File: config.mk
export PLATFORM = sky130hd
export DESIGN_NAME = multicycle_controller_flat
export DESIGN_NICKNAME = d
export VERILOG_FILES = /design/src/rtl/multicycle_controller_if.sv /design/src/rtl/multicycle_controller.sv /design/src/flat_wrapper.sv
export SDC_FILE = /design/constraint.sdc
export NUM_CORES = 1
export LEC_CHECK = 0
export BUFFER_PORTS_ARGS = -buffer_cell sky130_fd_sc_hd__clkbuf_2
export CORE_MARGIN = 2
export CORE_UTILIZATION = 40
export CTS_CLUSTER_SIZE = 24
export DETAILED_ROUTE_END_ITERATION = 12
export PLACE_DENSITY = 0.68
export SLEW_MARGIN = 20
export SYNTH_ARGS = -nofsm -noshare
export SYNTH_HDL_FRONTEND = slang
export SYNTH_SLANG_ARGS = --single-unit
File: constraint.sdc
create_clock -name clk_i -period 2.2 [get_ports clk_i]
set_input_delay 0.22 -clock clk_i [delete_from_list [all_inputs] [get_ports clk_i]]
set_output_delay 0.22 -clock clk_i [all_outputs]
set_load 0.02 [all_outputs]
File: src/rtl/multicycle_controller_if.sv
// Shared instruction/data memory handshake between the multi-cycle controller and the memory port.
interface multicycle_controller_if;
    logic mem_req_o;
    logic mem_we_o;
    logic iord_o;
    logic mem_ready_i;

    modport master (output mem_req_o, output mem_we_o, output iord_o, input mem_ready_i);
    modport slave  (input mem_req_o, input mem_we_o, input iord_o, output mem_ready_i);
endinterface

File: src/rtl/multicycle_controller.sv
// Multi-cycle RV32I control FSM: fetch/decode/execute/memory/writeback over a shared memory port.
// Optional macro ILLEGAL_TRAP_EN: unknown opcodes lock the FSM in TRAP and raise illegal_o.
module multicycle_controller #(
    parameter int ALUCTRL_W = 4,
    parameter int CNT_W     = 32,
    parameter int STATE_W   = 4
) (
    input  logic                 clk_i,
    input  logic                 rst_i,
    input  logic [31:0]          instr_i,
    input  logic                 zero_i,
    multicycle_controller_if.master mem,
    output logic                 ir_write_o,
    output logic                 pc_write_o,
    output logic                 pc_src_o,
    output logic [1:0]           alu_src_a_o,
    output logic [1:0]           alu_src_b_o,
    output logic [ALUCTRL_W-1:0] alu_ctrl_o,
    output logic [1:0]           shift_o,
    output logic                 reg_write_o,
    output logic [1:0]           result_src_o,
    output logic [STATE_W-1:0]   state_o,
    output logic [CNT_W-1:0]     instret_o,
    output logic                 illegal_o
);

    typedef enum logic [STATE_W-1:0] {
        S_FETCH    = 0,
        S_DECODE   = 1,
        S_MEMADR   = 2,
        S_MEMREAD  = 3,
        S_MEMWB    = 4,
        S_MEMWRITE = 5,
        S_EXEC_R   = 6,
        S_EXEC_I   = 7,
        S_ALUWB    = 8,
        S_BRANCH   = 9,
        S_JUMP     = 10
`ifdef ILLEGAL_TRAP_EN
        , S_TRAP   = 11
`endif
    } state_t;

    localparam logic [ALUCTRL_W-1:0] ALU_ADD = ALUCTRL_W'(4'b0010);
    localparam logic [ALUCTRL_W-1:0] ALU_SUB = ALUCTRL_W'(4'b0110);
    localparam logic [ALUCTRL_W-1:0] ALU_AND = ALUCTRL_W'(4'b0000);
    localparam logic [ALUCTRL_W-1:0] ALU_OR  = ALUCTRL_W'(4'b0001);

    state_t           state_q, state_d;
    logic [CNT_W-1:0] instret_q, instret_d;
    logic             retire;
    logic             mem_req, mem_we, iord;

    logic [6:0] opcode;
    logic [2:0] funct3;
    logic [6:0] funct7;
    logic       unused_instr;

    assign opcode       = instr_i[6:0];
    assign funct3       = instr_i[14:12];
    assign funct7       = instr_i[31:25];
    assign unused_instr = ^{instr_i[24:15], instr_i[11:7]};

    always_comb begin
        state_d      = state_q;
        retire       = 1'b0;
        mem_req      = 1'b0;
        mem_we       = 1'b0;
        iord         = 1'b0;
        ir_write_o   = 1'b0;
        pc_write_o   = 1'b0;
        pc_src_o     = 1'b0;
        alu_src_a_o  = 2'b00;
        alu_src_b_o  = 2'b00;
        alu_ctrl_o   = ALU_ADD;
        shift_o      = 2'b00;
        reg_write_o  = 1'b0;
        result_src_o = 2'b00;

        case (state_q)
            S_FETCH: begin
                mem_req     = 1'b1;
                alu_src_b_o = 2'b10;
                if (mem.mem_ready_i) begin
                    ir_write_o = 1'b1;
                    pc_write_o = 1'b1;
                    state_d    = S_DECODE;
                end
            end
            S_DECODE: begin
                alu_src_a_o = 2'b01;
                alu_src_b_o = 2'b01;
                case (opcode)
                    7'h03, 7'h23: state_d = S_MEMADR;
                    7'h33:        state_d = S_EXEC_R;
                    7'h13:        state_d = S_EXEC_I;
                    7'h63:        state_d = S_BRANCH;
                    7'h6F, 7'h67: state_d = S_JUMP;
`ifdef ILLEGAL_TRAP_EN
                    default:      state_d = S_TRAP;
`else
                    default:      state_d = S_FETCH;
`endif
                endcase
            end
            S_MEMADR: begin
                alu_src_a_o = 2'b10;
                alu_src_b_o = 2'b01;
                state_d     = (opcode == 7'h03) ? S_MEMREAD : S_MEMWRITE;
            end
            S_MEMREAD: begin
                mem_req = 1'b1;
                iord    = 1'b1;
                if (mem.mem_ready_i) state_d = S_MEMWB;
            end
            S_MEMWB: begin
                reg_write_o  = 1'b1;
                result_src_o = 2'b01;
                retire       = 1'b1;
                state_d      = S_FETCH;
            end
            S_MEMWRITE: begin
                mem_req = 1'b1;
                mem_we  = 1'b1;
                iord    = 1'b1;
                if (mem.mem_ready_i) begin
                    retire  = 1'b1;
                    state_d = S_FETCH;
                end
            end
            S_EXEC_R: begin
                alu_src_a_o = 2'b10;
                if (funct7 != 7'h00)      alu_ctrl_o = ALU_SUB;
                else if (funct3 == 3'b000) alu_ctrl_o = ALU_ADD;
                else if (funct3 == 3'b111) alu_ctrl_o = ALU_AND;
                else                       alu_ctrl_o = ALU_OR;
                state_d = S_ALUWB;
            end
            S_EXEC_I: begin
                alu_src_a_o = 2'b10;
                alu_src_b_o = 2'b01;
                if (funct3 == 3'd1)      shift_o = 2'b11;
                else if (funct3 == 3'd5) shift_o = 2'b10;
                state_d = S_ALUWB;
            end
            S_ALUWB: begin
                reg_write_o = 1'b1;
                retire      = 1'b1;
                state_d     = S_FETCH;
            end
            S_BRANCH: begin
                alu_src_a_o = 2'b10;
                alu_ctrl_o  = ALU_SUB;
                // Only beq/bne are resolved; other branch types fall through without a PC write.
                if ((funct3 == 3'b000 && zero_i) || (funct3 == 3'b001 && !zero_i)) begin
                    pc_write_o = 1'b1;
                    pc_src_o   = 1'b1;
                end
                retire  = 1'b1;
                state_d = S_FETCH;
            end
            S_JUMP: begin
                alu_src_a_o  = (opcode == 7'h67) ? 2'b10 : 2'b01;
                alu_src_b_o  = 2'b01;
                reg_write_o  = 1'b1;
                result_src_o = 2'b10;
                pc_write_o   = 1'b1;
                pc_src_o     = 1'b1;
                retire       = 1'b1;
                state_d      = S_FETCH;
            end
`ifdef ILLEGAL_TRAP_EN
            S_TRAP: state_d = S_TRAP;
`endif
            default: state_d = S_FETCH;
        endcase

        // Reset abandons any in-flight request, so every strobe is silenced for that cycle.
        if (rst_i) begin
            retire       = 1'b0;
            mem_req      = 1'b0;
            mem_we       = 1'b0;
            iord         = 1'b0;
            ir_write_o   = 1'b0;
            pc_write_o   = 1'b0;
            pc_src_o     = 1'b0;
            alu_src_a_o  = 2'b00;
            alu_src_b_o  = 2'b00;
            alu_ctrl_o   = '0;
            shift_o      = 2'b00;
            reg_write_o  = 1'b0;
            result_src_o = 2'b00;
        end
    end

    assign instret_d = retire ? instret_q + CNT_W'(1) : instret_q;

    always_ff @(posedge clk_i) begin
        if (rst_i) begin
            state_q   <= S_FETCH;
            instret_q <= '0;
        end else begin
            state_q   <= state_d;
            instret_q <= instret_d;
        end
    end

`ifdef ILLEGAL_TRAP_EN
    logic illegal_q, illegal_d;

    assign illegal_d = illegal_q | (state_d == S_TRAP);

    always_ff @(posedge clk_i) begin
        if (rst_i) illegal_q <= 1'b0;
        else       illegal_q <= illegal_d;
    end

    assign illegal_o = illegal_q;
`else
    assign illegal_o = 1'b0;
`endif

    assign mem.mem_req_o = mem_req;
    assign mem.mem_we_o  = mem_we;
    assign mem.iord_o    = iord;
    assign state_o       = state_q;
    assign instret_o     = instret_q;

endmodule
File: src/flat_wrapper.sv
// flat-port wrapper written by rule: the top's interface ports become plain ports
module multicycle_controller_flat 
#(
    parameter int ALUCTRL_W = 4,
    parameter int CNT_W     = 32,
    parameter int STATE_W   = 4
)
  (clk_i, rst_i, instr_i, zero_i, ir_write_o, pc_write_o, pc_src_o, alu_src_a_o, alu_src_b_o, alu_ctrl_o, shift_o, reg_write_o, result_src_o, state_o, instret_o, illegal_o, mem_mem_req_o, mem_mem_we_o, mem_iord_o, mem_mem_ready_i);
  multicycle_controller_if mem_i ();
  input  logic clk_i;
  input  logic rst_i;
  input  logic [31:0] instr_i;
  input  logic zero_i;
  output logic ir_write_o;
  output logic pc_write_o;
  output logic pc_src_o;
  output logic [1:0] alu_src_a_o;
  output logic [1:0] alu_src_b_o;
  output logic [ALUCTRL_W-1:0] alu_ctrl_o;
  output logic [1:0] shift_o;
  output logic reg_write_o;
  output logic [1:0] result_src_o;
  output logic [STATE_W-1:0] state_o;
  output logic [CNT_W-1:0] instret_o;
  output logic illegal_o;
  output wire logic [$bits(mem_i.mem_req_o)-1:0] mem_mem_req_o;
  output wire logic [$bits(mem_i.mem_we_o)-1:0] mem_mem_we_o;
  output wire logic [$bits(mem_i.iord_o)-1:0] mem_iord_o;
  input wire logic [$bits(mem_i.mem_ready_i)-1:0] mem_mem_ready_i;
  assign mem_mem_req_o = mem_i.mem_req_o;
  assign mem_mem_we_o = mem_i.mem_we_o;
  assign mem_iord_o = mem_i.iord_o;
  assign mem_i.mem_ready_i = mem_mem_ready_i;
  multicycle_controller #(.ALUCTRL_W(ALUCTRL_W), .CNT_W(CNT_W), .STATE_W(STATE_W)) u_core (.clk_i(clk_i), .rst_i(rst_i), .instr_i(instr_i), .zero_i(zero_i), .mem(mem_i), .ir_write_o(ir_write_o), .pc_write_o(pc_write_o), .pc_src_o(pc_src_o), .alu_src_a_o(alu_src_a_o), .alu_src_b_o(alu_src_b_o), .alu_ctrl_o(alu_ctrl_o), .shift_o(shift_o), .reg_write_o(reg_write_o), .result_src_o(result_src_o), .state_o(state_o), .instret_o(instret_o), .illegal_o(illegal_o));
endmodule
==> impl_metrics.py, run 1 <==
metrics = {
    "floorplan": {
        "die-area_sq_um": 6100,
        "rows": 26,
        "core_sq_um": 5200,
        "io_pins": 92,
        "start_util": 0.422,
        "dieHeight_um": 78.1,
        "die_x_um": 78.1,
    },
    "setup_path": {
        "regToRegSetupSlack_ps": 160,
        "worstReg2RegStart": "u_core.state_o[1]$_SDFFE_PP0P_",
        "critPathCapture": "shift_o[0]",
        "cp-end-kind": "output port",
        "critPathKind": "reg -> out",
        "arrival_ps": 1860,
        "critPathLaunch": "u_core.state_o[3]$_SDFFE_PP0P_",
        "cp_max_fo": 16,
        "r2r_cells": 6,
        "timing.rr.end": "u_core.instret_o[29]$_SDFFE_PP0P_",
        "required_ps": 1980,
        "crit_path_start_kind": "register",
    },
    "cts": {
        "cts_buffer_depth": 2,
        "cts.sinks": 36,
        "cts_tree": "done",
        "cts_buffers": 5,
        "h-tree-depth": 2,
        "cts_setup_buffers": 0,
        "cts_root_buffer": "clkbuf_8",
        "clk_latency_ps": 290,
        "clk_pin_slew_worst_paths_ps": 60,
    },
    "pwr": {
        "vdd_drop_max_uv": 225,
        "p_leak_nw": 1.13,
        "p_per_area_nw_per_um2": 450,
    },
    "placed_design": {
        "portBuffers": 74,
        "numPlacedInstances": 428,
        "dp_hpwl_um": 4190,
        "place.gp.congestion": 0.908,
    },
    "timing": {
        "min_period_ps": 2080,
        "setup_tns_ps": 0,
        "worst_pin_slew_ps": 523,
        "rsz0062_at_grt": "no",
        "relSlewSlack": 0.650,
        "finClkSkew_ps": 14.7,
        "max_clock_freq_ghz": 0.480,
        "final-setup-viol-count": 0,
        "slew_viol_final": 0,
        "period_share": 0.947,
        "hold_viol": 0,
    },
    "grt": {
        "grt_max_degree": 28,
        "antenna_found_initial": 0,
        "grtUsageTotal": 0.179,
        "grt_pass1_wl_um": 9000,
        "globalRoute.totalOverflow": 0,
        "grt_pass1_vias": 2040,
    },
    "flow_run": {
        "cap_violations": 0,
    },
    "logic_synthesis": {
        "ys_warn_count": 0,
        "syn_avg_cell_area_sq_um": 7.74,
        "synth_top_area_frac": 0.328,
        "syn_area_sq_um": 2200,
        "yosys-top-cells-count": "dfxtp_1, nor2_1, a21oi_1",
        "ys_top_cells_by_area": "dfxtp_1, a21oi_1, nor2_1, xor2_1, nand2_1",
        "yosysTopAreaCell": "dfxtp_1",
        "ys_seq_elements": 36,
        "synthCells": 284,
        "synth_top_family_by_area": "simple AND/OR/NAND/NOR gates",
        "synth_ff_type": "dfxtp_1",
        "synth_edf_count": 0,
        "synth-compound-area-share": 0.220,
        "synth_most_common_cell": "dfxtp_1",
        "synth-xor-area-share": 0.0598,
        "synthSimpleGateAreaFrac": 0.317,
        "synth-seq-area-share": 0.328,
        "synth_cell_types": 51,
        "synthMuxAreaShare": 0.0142,
        "ys_async_sr_fraction": 0,
        "synth_fa_ha_area_frac": 0.00569,
    },
    "worst_hold_path": {
        "whs_path_depth": 2,
        "hold_class": "in -> reg",
    },
    "status": {
        "status": "finished, final reports clean",
    },
    "cells_and_area": {
        "drive_gt1_frac": 0.309,
        "antenna_cells": 0,
        "final_nets": 402,
        "fin_cells": 436,
        "area_growth_pct": 28.7,
    },
    "drt": {
        "drc": 0,
        "antenna_left": 0,
        "drt_iter0_drc": 130,
        "viasPerCell": 5.35,
        "dr.pass1.iters": 4,
        "wl_um": 5560,
        "wl_per_cell_um": 12.8,
        "vias": 2331,
    },
}
==> through the flow <==
stage                      util  setup WS (ps)  area [sq um]  total power, W  hold slack (ps)
after floorplan               -           61.0          2210        0.000747              325
after global placement    0.523            184          2720        0.000796              476
after detailed placement  0.523            115          2720        0.000797              488
after CTS                 0.541           99.0          2820         0.00128              227
after global routing      0.543           10.5          2830         0.00132              239
final                     0.543            116          2830         0.00127              234
==> kinds of logic after synthesis <==
kind of cell,Yosys count
DFF,36
buffers and inverters,27
and+or+nand+nor,128
xor gates and xnor gates,15
other,1
adders and majority gates,1
AOI/OAI and AO/OA,73
muxes,3
==> layout by cell type (no fill, tap or decap), types with 6 or more instances in the layout <==
| cell type | n |
|---|---|
| a21oi_1 | 27 |
| and2_1 | 6 |
| buf_4 | 21 |
| clkbuf_2 | 74 |
| clkbuf_8 | 6 |
| dfxtp_1 | 36 |
| nand2_1 | 17 |
| nand2b_1 | 6 |
| nand3_1 | 11 |
| nor2_1 | 32 |
| nor3_1 | 11 |
| o21ai_0 | 11 |
| o31ai_1 | 7 |
| or3_1 | 9 |
| or4_1 | 7 |
| xor2_1 | 10 |
==> layout make-up <==
| cell class | count | area [sq um] |
|---|---|---|
| clock buffer | 7 | 86.3 |
| clock inverter | 1 | 7.51 |
| fill | 505 | 2380 |
| inverter | 5 | 18.8 |
| multi-input combinational | 222 | 1380 |
| sequential | 36 | 721 |
| tap | 70 | 87.6 |
| timing repair buffer | 95 | 528 |
==> sequential cells by signal, summed over array words and instances, names as in the netlist <==
register,cells
u_core.state_o,4
u_core.instret_o,32
==> worst min-delay path by stage <==
stage / from / to / slack (ps)
floorplan: mem_mem_ready_i / u_core.state_o[2]$_SDFFE_PP0P_ / 330
global placement: u_core.instret_o[31]$_SDFFE_PP0P_ / u_core.instret_o[31]$_SDFFE_PP0P_ / 480
detailed placement: u_core.instret_o[31]$_SDFFE_PP0P_ / u_core.instret_o[31]$_SDFFE_PP0P_ / 490
CTS: mem_mem_ready_i / u_core.state_o[2]$_SDFFE_PP0P_ / 230
global route: mem_mem_ready_i / u_core.state_o[2]$_SDFFE_PP0P_ / 240
finish: mem_mem_ready_i / u_core.state_o[2]$_SDFFE_PP0P_ / 230
==> timing repair <==
action                     CTS  global route
resized for setup            0             3
setup endpoints to repair    0             8
hold buffers                 0             0
==> critical path: stages (launching register included) <==
cell,delay (ps)
dfxtp_1,350
buf_4,210
nor2_1,150
nand2_1,140
or3_1,400
nor3_1,140
clkbuf_2,200
==> routing by layer <==
layer / share of wire / vias up / global-route usage
met2: 0.45 / 70 / 0.300
met4: 0.017 / 0 / 0.0702
li1: - / 1200 / -
met5: 0 / - / 0
met3: 0.048 / 10 / 0.0356
met1: 0.49 / 1051 / 0.225
==> power breakdown <==
part           internal [W]  switching, W
Sequential         0.000653    0.00000272
Clock              0.000255      0.000233
Combinational     0.0000486     0.0000793
Total              0.000956      0.000315
No activity file was read; power rests on OpenSTA's default activity.
==> run 2, diff against run 1 <==
--- a/config.mk
+++ b/config.mk
@@ -8,6 +8,7 @@
 export BUFFER_PORTS_ARGS = -buffer_cell sky130_fd_sc_hd__clkbuf_2
 export CORE_MARGIN = 2
 export CORE_UTILIZATION = 40
+export CTS_BUF_LIST = sky130_fd_sc_hd__clkbuf_4 sky130_fd_sc_hd__clkbuf_8 sky130_fd_sc_hd__clkbuf_16
 export CTS_CLUSTER_SIZE = 24
 export DETAILED_ROUTE_END_ITERATION = 12
 export PLACE_DENSITY = 0.68
==> impl_metrics.py, run 2 (same netlist as run 1, synthesis figures left out) <==
metrics = {
    "timing": {
        "hold_viol": 0,
        "setup_ws_ps": 116,
        "relSlewSlack": 0.650,
        "setup_tns_ps": 0,
        "slew_viol_final": 0,
        "final-setup-viol-count": 0,
        "worst_pin_slew_ps": 523,
        "period_share": 0.947,
        "min_period_ps": 2080,
        "rsz0062_at_grt": "no",
        "timing.hold.ws_ps": 234,
        "max_clock_freq_ghz": 0.480,
        "finClkSkew_ps": 14.8,
    },
    "grt": {
        "grt_pass1_wl_um": 9000,
        "grtUsageTotal": 0.179,
        "globalRoute.totalOverflow": 0,
        "grt_pass1_vias": 2036,
        "grt_max_degree": 28,
        "antenna_found_initial": 0,
    },
    "worst_hold_path": {
        "hold_class": "in -> reg",
        "min_to": "u_core.state_o[2]$_SDFFE_PP0P_",
        "hp-start": "mem_mem_ready_i",
        "whs_path_depth": 2,
    },
    "pwr": {
        "p_leak_nw": 1.14,
        "p_per_area_nw_per_um2": 454,
        "vdd_drop_max_uv": 225,
    },
    "cells_and_area": {
        "largest_register_ffs": 32,
        "final_nets": 402,
        "fin_cells": 436,
        "fill_cells": 508,
        "layout_common_cells": "clkbuf_2, dfxtp_1, nor2_1",
        "regArea_sq_um": 721,
        "area_growth_pct": 28.9,
        "antenna_cells": 0,
        "drive_gt1_frac": 0.311,
        "multi_input_area_sq_um": 1380,
        "layout_commonest_cell": "clkbuf_2",
    },
    "cts": {
        "cts_tree": "done",
        "h-tree-depth": 2,
        "cts_root_buffer": "clkbuf_8",
        "cts.sinks": 36,
        "cts_buffers": 5,
        "clk_pin_slew_worst_paths_ps": 60,
        "cts_hold_buf": 0,
        "cts_setup_buffers": 0,
        "cts-resized-gates": 0,
        "cts_buffer_depth": 2,
        "clk_latency_ps": 290,
    },
    "floorplan": {
        "start_util": 0.422,
        "die-area_sq_um": 6100,
        "core_sq_um": 5200,
        "io_pins": 92,
        "die_x_um": 78.1,
        "rows": 26,
        "dieHeight_um": 78.1,
    },
    "placed_design": {
        "portBuffers": 74,
        "dp_hpwl_um": 4190,
        "place.gp.congestion": 0.908,
        "dp_slack_ps": 115,
        "numPlacedInstances": 428,
    },
    "drt": {
        "drt_iter0_drc": 131,
        "dr.pass1.iters": 4,
        "wl_per_cell_um": 12.8,
        "vias": 2337,
        "viasPerCell": 5.36,
        "drc": 0,
        "wl_um": 5570,
        "antenna_left": 0,
    },
    "setup_path": {
        "critPathKind": "reg -> out",
        "r2r_cells": 6,
        "cp_max_fo": 16,
        "required_ps": 1980,
        "arrival_ps": 1860,
        "cp-end-kind": "output port",
        "worstReg2RegStart": "u_core.state_o[1]$_SDFFE_PP0P_",
        "crit_path_start_kind": "register",
        "timing.rr.end": "u_core.instret_o[29]$_SDFFE_PP0P_",
        "regToRegSetupSlack_ps": 160,
    },
    "flow_run": {
        "cap_violations": 0,
    },
    "status": {
        "status": "finished, final reports clean",
    },
}
[run 2: cell types whose count changed in the layout (fill, tap and decap cells not counted)]
| cell | previous run | this run |
|---|---|---|
| clkbuf_4 | 0 | 1 |
| clkbuf_1 | 1 | 0 |
[run 2: worst max-delay path, cell delays in order, from the launching register on]
cell,delay [ps]
dfxtp_1,350
buf_4,210
nor2_1,150
nand2_1,140
or3_1,400
nor3_1,140
clkbuf_2,200
[run 2: metal layers]
| layer | GRT usage | vias to the layer above | wire length [um] |
|---|---|---|---|
| li1 | - | 1200 | - |
| met1 | 0.227 | 1058 | 2720 |
| met2 | 0.298 | 68 | 2490 |
| met3 | 0.0356 | 11 | 262 |
| met4 | 0.0702 | 0 | 97 |
| met5 | 0 | - | 0 |
[run 2: cell type report]
class / instances / area share
Clock buffer: 7 / 0.0318
Multi-Input combinational cell: 222 / 0.487
Inverter: 5 / 0.00663
Clock inverter: 1 / 0.00265
Timing Repair Buffer: 95 / 0.186
Sequential cell: 36 / 0.255
Tap cell: 70 / 0.0309
[run 2: power breakdown]
group | switching (W) | internal (W)
logic | 0.0000793 | 0.0000486
clock network | 0.000234 | 0.000267
registers | 0.00000272 | 0.000653
[run 2: stage by stage]
stage	instance area [sq um]	utilization	power [W]
after floorplan	2210	-	0.000747
after global placement	2720	0.523	0.000796
final	2830	0.544	0.00129
after CTS	2820	0.542	0.00130
after global routing	2830	0.544	0.00134
after detailed placement	2720	0.523	0.000797
[run 2: worst max-delay path by stage]
| stage | startpoint | to | depth (start not counted) |
|---|---|---|---|
| 6_report | u_core.state_o[3]$_SDFFE_PP0P_ | shift_o[0] | 6 |
| 5_1_grt | u_core.instret_o[0]$_SDFFE_PP0P_ | u_core.instret_o[26]$_SDFFE_PP0P_ | 6 |
| 4_1_cts | u_core.state_o[3]$_SDFFE_PP0P_ | pc_write_o | 6 |
| 3_5_place_dp | u_core.instret_o[0]$_SDFFE_PP0P_ | u_core.instret_o[30]$_SDFFE_PP0P_ | 6 |
| 3_3_place_gp | u_core.instret_o[0]$_SDFFE_PP0P_ | u_core.instret_o[20]$_SDFFE_PP0P_ | 7 |
| 2_1_floorplan | u_core.state_o[2]$_SDFFE_PP0P_ | u_core.instret_o[29]$_SDFFE_PP0P_ | 7 |
==> run 3, diff against run 2 <==
--- a/config.mk
+++ b/config.mk
@@ -11,7 +11,7 @@
 export CTS_BUF_LIST = sky130_fd_sc_hd__clkbuf_4 sky130_fd_sc_hd__clkbuf_8 sky130_fd_sc_hd__clkbuf_16
 export CTS_CLUSTER_SIZE = 24
 export DETAILED_ROUTE_END_ITERATION = 12
-export PLACE_DENSITY = 0.68
+export PLACE_DENSITY = 0.66
 export SLEW_MARGIN = 20
 export SYNTH_ARGS = -nofsm -noshare
 export SYNTH_HDL_FRONTEND = slang
==> constraint.sdc (replaced) <==
create_clock -name clk_i -period 2.05 [get_ports clk_i]
set_input_delay 0.205 -clock clk_i [delete_from_list [all_inputs] [get_ports clk_i]]
set_output_delay 0.205 -clock clk_i [all_outputs]
set_load 0.02 [all_outputs]
==> impl_metrics.py, run 3 (same netlist as run 1, synthesis figures left out) <==
metrics = {
    "cts": {
        "clk_latency_ps": 290,
        "clk_pin_slew_worst_paths_ps": 80,
        "cts_tree": "done",
        "h-tree-depth": 2,
        "cts_buffer_depth": 2,
        "cts_hold_buf": 0,
        "cts_buffers": 5,
        "cts.sinks": 36,
        "cts_root_buffer": "clkbuf_8",
    },
    "cells_and_area": {
        "final_core_utilization": 0.581,
        "regArea_sq_um": 724,
        "multi_input_area_sq_um": 1460,
        "layout_commonest_cell": "clkbuf_2",
        "drive_gt1_frac": 0.383,
        "layout_common_cells": "clkbuf_2, buf_4, dfxtp_1",
        "final_nets": 417,
        "antenna_cells": 0,
        "area_growth_pct": 37.6,
        "fin_cells": 451,
        "fill_cells": 500,
        "largest_register_ffs": 32,
        "postLayoutCellArea_sq_um": 3020,
    },
    "grt": {
        "antenna_found_initial": 0,
        "globalRoute.totalOverflow": 0,
        "grt_pass1_wl_um": 9740,
        "grt_pass1_vias": 2102,
        "grtUsageTotal": 0.192,
        "grt_max_degree": 29,
    },
    "floorplan": {
        "start_util": 0.422,
        "die-area_sq_um": 6100,
        "die_x_um": 78.1,
        "io_pins": 92,
        "rows": 26,
        "core_sq_um": 5200,
        "dieHeight_um": 78.1,
    },
    "placed_design": {
        "place.gp.congestion": 0.826,
        "detailed_place.area_sq_um": 2800,
        "numPlacedInstances": 438,
        "portBuffers": 74,
        "dp_hpwl_um": 4280,
        "dp_slack_ps": 50.7,
    },
    "pwr": {
        "vdd_drop_max_uv": 328,
        "power_w": 0.00135,
        "power.switching_w": 0.000357,
        "p_seq_frac": 0.521,
        "swShare": 0.265,
        "p_per_area_nw_per_um2": 446,
        "clkPwrFrac": 0.374,
        "internal-power_w": 0.000993,
        "p_leak_nw": 1.22,
        "power_frac_comb": 0.105,
    },
    "timing": {
        "period_share": 0.961,
        "hold_viol": 0,
        "min_period_ps": 1970,
        "slew_viol_final": 0,
        "max_clock_freq_ghz": 0.507,
        "rsz0062_at_grt": "yes",
        "final-setup-viol-count": 0,
        "worst_pin_slew_ps": 577,
        "setup_ws_ps": 79.2,
        "relSlewSlack": 0.614,
        "finClkSkew_ps": 11.5,
    },
    "status": {
        "status": "finished, final reports clean",
    },
    "drt": {
        "wl_per_cell_um": 13.4,
        "dr.pass1.iters": 4,
        "drc": 0,
        "drt_iter0_drc": 88,
        "viasPerCell": 5.42,
        "antenna_left": 0,
        "vias": 2443,
        "wl_um": 6040,
    },
    "setup_path": {
        "crit_path_start_kind": "register",
        "required_ps": 1850,
        "r2r_cells": 6,
        "critPathKind": "reg -> out",
        "cp-end-kind": "output port",
        "arrival_ps": 1770,
        "critPathLaunch": "u_core.state_o[0]$_SDFFE_PP0P_",
        "regToRegSetupSlack_ps": 80,
        "worstReg2RegStart": "u_core.state_o[0]$_SDFFE_PP0P_",
        "cp_max_fo": 17,
    },
    "worst_hold_path": {
        "hold_class": "in -> reg",
        "whs_path_depth": 3,
        "hp-start": "mem_mem_ready_i",
    },
    "flow_run": {
        "cap_violations": 0,
    },
}
==> run 3: repair_timing <==
| item | in CTS | in global routing |
|---|---|---|
| pin swaps | 0 | 6 |
| setup endpoints to repair | 3 | 22 |
| resized for setup | 3 | 19 |
| gates cloned | 0 | 1 |
| buffers inserted | 0 | 4 |
==> run 3: area by class of cell <==
class | instances | area share
multi-input cells | 223 | 0.484
flip-flops and latches | 36 | 0.240
repair buffers | 109 | 0.213
well taps | 70 | 0.0290
clock buffers | 5 | 0.0228
clock inverters | 3 | 0.00621
inverters | 5 | 0.00621
==> run 3: worst paths after layout <==
path                                       endpoint
setup reg to reg   u_core.instret_o[6]$_SDFFE_PP0P_
hold reg to reg   u_core.instret_o[31]$_SDFFE_PP0P_
hold / removal       u_core.state_o[2]$_SDFFE_PP0P_
setup / recovery                         pc_write_o
==> run 3: stage by stage <==
step	hold slack (ps)	TNS, ps
detailed placement	479	0
global placement	462	0
finish	267	0
floorplan	302	0
global route	268	-58.2
CTS	252	0
==> run 3: power groups by stage <==
stage                     registers, W  clock network (W)  logic (W)
final                         0.000703           0.000505   0.000142
after global routing          0.000703           0.000556   0.000156
after CTS                     0.000703           0.000518   0.000138
after detailed placement      0.000719                  0   0.000137
after global placement        0.000719                  0   0.000135
after floorplan               0.000722                  0  0.0000833
==> run 3: critical path: stages, from the launching register on <==
cell and delay [ps]:
dfxtp_2 330, buf_4 190, or3_4 390, nor3_2 140, and2_4 170, or2_2 90
clkbuf_2 150
==> run 3: routing by layer <==
| metal | up-vias | wire length, um | track usage |
|---|---|---|---|
| met5 | - | 0 | 0 |
| met4 | 0 | 48 | 0.0702 |
| met3 | 6 | 274 | 0.0368 |
| met2 | 60 | 2920 | 0.317 |
| met1 | 1139 | 2800 | 0.250 |
| li1 | 1238 | - | - |
